`src/rtl/cdb_arbiter.sv`:
```
// cdb_arbiter: round-robin grant of the common data bus to one completed
// reservation station per cycle. The grant path is purely combinational so
// station groups can decode selection in the same cycle; only the rotating
// priority pointer is registered.
// Optional statistics counters are built when CDB_ARB_STATS_EN is defined.
module cdb_arbiter #(
    parameter int unsigned NUM_REQ  = 8,
    parameter int unsigned ID_BASE  = 1,
    parameter logic [31:0] NO_GRANT = '0,
    parameter int unsigned CNT_W    = 16
) (
    input  logic                             clk,
    input  logic                             rst_n,
    input  logic [NUM_REQ-1:0]               complete,
    input  logic                             bus_stall,
    input  logic                             flush,
    output logic [31:0]                      selection,
    output logic                             sel_load,
    output logic [NUM_REQ-1:0]               grant_vec,
    output logic                             any_pending
`ifdef CDB_ARB_STATS_EN
    ,
    output logic [NUM_REQ-1:0][CNT_W-1:0]    grant_cnt,
    output logic [CNT_W-1:0]                 conflict_cnt,
    output logic [CNT_W-1:0]                 stall_cnt
`endif
);

    localparam int unsigned PTR_W = (NUM_REQ > 1) ? $clog2(NUM_REQ) : 1;

    logic [PTR_W-1:0]   rr_ptr_q;
    logic [PTR_W-1:0]   rr_ptr_d;
    logic [NUM_REQ-1:0] eligible;
    logic [PTR_W-1:0]   winner;
    logic [PTR_W-1:0]   cand;
    logic               found;

    // Requests are masked off entirely while the bus is stalled or flushing.
    always_comb begin
        eligible    = complete & ~{NUM_REQ{flush | bus_stall}};
        any_pending = (|complete) & ~flush;
    end

    // Scan eligible bits starting at the pointer, wrapping modulo NUM_REQ.
    always_comb begin
        found  = 1'b0;
        winner = '0;
        cand   = '0;
        for (int unsigned i = 0; i < NUM_REQ; i++) begin
            cand = PTR_W'((32'(rr_ptr_q) + i) % NUM_REQ);
            if (!found && eligible[cand]) begin
                found  = 1'b1;
                winner = cand;
            end
        end
    end

    // Drive the grant outputs from the scan result.
    always_comb begin
        sel_load  = found;
        selection = NO_GRANT;
        grant_vec = '0;
        if (found) begin
            selection = ID_BASE + 32'(winner);
            grant_vec = NUM_REQ'(1) << winner;
        end
    end

    // Next pointer: flush restarts at bit 0, a grant moves just past the winner.
    always_comb begin
        rr_ptr_d = rr_ptr_q;
        if (flush) begin
            rr_ptr_d = '0;
        end else if (sel_load) begin
            rr_ptr_d = (winner == PTR_W'(NUM_REQ - 1)) ? '0 : winner + 1'b1;
        end
    end

    // Pointer register with synchronous active-low reset.
    always_ff @(posedge clk) begin
        if (!rst_n) begin
            rr_ptr_q <= '0;
        end else begin
            rr_ptr_q <= rr_ptr_d;
        end
    end

`ifdef CDB_ARB_STATS_EN
    logic [NUM_REQ-1:0][CNT_W-1:0] grant_cnt_q;
    logic [CNT_W-1:0]              conflict_cnt_q;
    logic [CNT_W-1:0]              stall_cnt_q;

    // Saturating statistics counters; flush deliberately leaves them intact.
    always_ff @(posedge clk) begin
        if (!rst_n) begin
            grant_cnt_q    <= '0;
            conflict_cnt_q <= '0;
            stall_cnt_q    <= '0;
        end else begin
            for (int unsigned s = 0; s < NUM_REQ; s++) begin
                if (grant_vec[s] && (grant_cnt_q[s] != '1)) begin
                    grant_cnt_q[s] <= grant_cnt_q[s] + 1'b1;
                end
            end
            if (($countones(eligible) > 1) && (conflict_cnt_q != '1)) begin
                conflict_cnt_q <= conflict_cnt_q + 1'b1;
            end
            if (bus_stall && (|complete) && (stall_cnt_q != '1)) begin
                stall_cnt_q <= stall_cnt_q + 1'b1;
            end
        end
    end

    assign grant_cnt    = grant_cnt_q;
    assign conflict_cnt = conflict_cnt_q;
    assign stall_cnt    = stall_cnt_q;
`endif

    // At most one station may own the bus, and grant_vec tracks sel_load.
    assert property (@(posedge clk) disable iff (!rst_n)
        $onehot0(grant_vec) && (sel_load == (|grant_vec)));

endmodule
```
`config.mk`:
```
export PLATFORM = sky130hd
export DESIGN_NAME = cdb_arbiter
export DESIGN_NICKNAME = d
export VERILOG_FILES = /design/src/rtl/cdb_arbiter.sv
export SDC_FILE = /design/constraint.sdc
export NUM_CORES = 1
export LEC_CHECK = 0
export CORE_ASPECT_RATIO = 1.75
export CORE_MARGIN = 3
export CORE_UTILIZATION = 42
export DETAILED_ROUTE_END_ITERATION = 7
export PLACE_DENSITY = 0.87
export SKIP_CTS_REPAIR_TIMING = 1
export SYNTH_ARGS = -nofsm -noshare
export SYNTH_HDL_FRONTEND = slang
export SYNTH_SLANG_ARGS = --single-unit
```
`constraint.sdc`:
```
create_clock -name clk -period 3.09 [get_ports clk]
set_input_delay 0.309 -clock clk [delete_from_list [all_inputs] [get_ports clk]]
set_output_delay 0.309 -clock clk [all_outputs]
set_load 0.05 [all_outputs]
```
==> flow_summary.yaml <==
worst_hold_path:
  hp-class: "reg -> reg"
  min_to: "rr_ptr_q[1]$_SDFFE_PP0P_"
  hp-start: "rr_ptr_q[1]$_SDFFE_PP0P_"
  holdPathStages: 2
logic_synthesis:
  yosysMostFrequentCell: "buf_4"
  yosysUniqueCellTypes: 58
  yosysSeqAreaShare: 0.0396
  synth_area_leader_cell: "buf_4"
  synth-edff-count: 0
  syn_area_per_cell_um2: 8.15
  synth_top_area_frac: 0.139
  syn_inst: 186
  synthesis.area_um2: 1520
  ys_warn_count: 0
  synth_area_leaders: "buf_4 14%, mux4_2 12%, ha_1 6.6%"
  yosys_most_used_dff: "dfxtp_1"
  yosys-top-cells-count: "28 x buf_4, 14 x nor2_1, 12 x nand2_1"
  synth_async_sr_flop_share: 0
  ys_ff_latch: 3
timing:
  whs_ns: 0.593
  finalCritPeriodShare: 1.13
  setup_violations: 14
  period_minus_slack_ns: 3.48
  rsz0062_at_grt: "true"
  hold_viol: 0
  layout_setup_ws_ns: -0.394
  tightest_slew_ns: 0.500
  fmax_ghz: 0.287
  relSlewSlack: 0.666
  fin_skew_ns: 0.00694
  drv_slew: 0
power_and_ir_drop:
  ir_drop_mv: 1.46
  leakagePower_nw: 1.12
  powerDensity_nw_per_um2: 1030
global_routing:
  antenna_found_initial: 0
  grt.overflow.total: 0
  grtUsageTotal: 0.280
  grt_max_degree: 15
  grt_pass1_vias: 1896
  grt_pass1_wl_um: 9100
cts:
  cts_tree: "yes"
  clock-sinks: 3
  clkLatencyLatePin_ns: 0.23
  cts_made_buffers: 3
  clock_path_buffers: 2
  path_clk_slew_ns: 0.04
  cts.htree.levels: 1
  clockRootBuffer: "clkbuf_8"
critical_path:
  crit_type: "reg -> out"
  crit_path_start: "rr_ptr_q[0]$_SDFFE_PP0P_"
  crit_required_ns: 2.78
  r2r-start: "rr_ptr_q[0]$_SDFFE_PP0P_"
  ff2ff_setup_slack_ns: -0.12
  reg2reg_depth: 13
  end_kind: "primary output"
  rr_endpoint: "rr_ptr_q[0]$_SDFFE_PP0P_"
  crit_path_start_kind: "flip-flop"
  cp.arrival_ns: 3.17
  crit_fanout: 7
die:
  fp-row-count: 28
  dieHeight_um: 85.5
  io_pins: 54
  die_w_um: 51.4
  start_util: 0.441
  core_um2: 3430
  dieArea_um2: 4390
job:
  maxCapViolations: 0
routing:
  wl_per_cell_um: 24.0
  drt-vias-per-instance: 6.29
  drt_pre_antenna_iters: 4
  ant_nets: 0
  wl_um: 7470
  num_vias: 1957
  drc: 0
  first_iter_violations: 123
outcome:
  violations: "negative setup slack"
  status: "complete, but fails checks"
final_layout:
  layout-drive-gt1-share: 0.504
  diodes: 0
  area_delta_synth_final_pct: 68.5
  top_register: "rr_ptr_q"
  fillCellCount: 204
  largest_register_ffs: 3
  largestRegisters: "rr_ptr_q (3)"
  layout.nets: 287
  final_area_um2: 2550
place:
  place_congestion: 0.956
  dp_hpwl_um: 4520
  dpl_cell_area_um2: 2250
  numPortBuffers: 25
==> where the power goes <==
group / leakage (nW) / internal (mW) / switching (mW)
Combinational: 1.07 / 1.15 / 1.31
Clock: 0.0228 / 0.0888 / 0.0351
Sequential: 0.0257 / 0.0491 / 0.0134
==> layer usage <==
metal | GRT usage | part of all wire | vias to the layer above
li1 | - | - | 791
met1 | 0.268 | 0.30 | 905
met2 | 0.499 | 0.51 | 191
met3 | 0.0422 | 0.097 | 70
met4 | 0.229 | 0.089 | 0
met5 | 0 | 0 | -
==> area by class of cell <==
cell class,instances,area [um2],area share
well taps,45,56.3,0.0221
inverters,8,32.5,0.0127
multi-input cells,165,1470,0.577
flip-flops and latches,3,65.1,0.0255
repair buffers,86,881,0.345
clock buffers,4,45.0,0.0176
==> worst max-delay path by stage <==
stage                         to  slack [ns]  depth (start not counted)
floorplan           selection[2]       -0.12                         13
global placement    grant_vec[7]       -0.31                         12
detailed placement  grant_vec[7]       -0.42                         12
CTS                 grant_vec[7]       -0.54                         12
global route        grant_vec[0]       -0.46                         11
finish              grant_vec[0]       -0.39                         11
==> logic make-up (layout without fill, tap and decap cells) <==
family / after synthesis / count (layout) / share of synthesized area
buf+inv: 45 / 98 / 0.201
simple gates: 65 / 65 / 0.246
compound gates: 41 / 41 / 0.220
other cells: 1 / 28 / 0.00247
fa+ha+maj: 8 / 8 / 0.0661
mux: 19 / 19 / 0.197
xor+xnor: 4 / 4 / 0.0281
flops: 3 / 3 / 0.0396
==> cells in the final DEF (no fill, tap or decap), drive strengths merged, types with 4 or more instances in the layout <==
cell type and count:
nand2b 6, o21ai 6, conb 28, nor2b 4, mux4 8, a31oi 5
nand2 12, nor2 14, ha 8, nor3 6, mux2i 8, clkdlybuf4s50 6
a21oi 6, dlymetal6s2s 6, clkbuf 5, inv 8, and2 5, buf 73
==> worst max-delay path: stages, from the launching register on <==
cell,delay [ns]
dfxtp_4,0.37
buf_12,0.14
mux2i_2,0.37
nor2_1,0.08
mux4_2,0.55
nand2b_4,0.18
o21a_1,0.11
o32a_1,0.37
buf_4,0.17
ha_1,0.23
and3_2,0.20
buf_12,0.15
==> through the flow <==
stage	setup TNS (ns)	instances	power, mW	setup slack (ns)	util
4_1_cts	-5.33	305	2.32	-0.539	0.669
5_1_grt	-4.80	311	2.73	-0.456	0.743
3_5_place_dp	-4.65	301	2.17	-0.417	0.656
2_1_floorplan	-0.262	213	1.32	-0.122	-
6_report	-3.74	311	2.64	-0.394	0.743
3_3_place_gp	-2.92	301	2.10	-0.308	0.656
(Power assumes the default switching activity.)
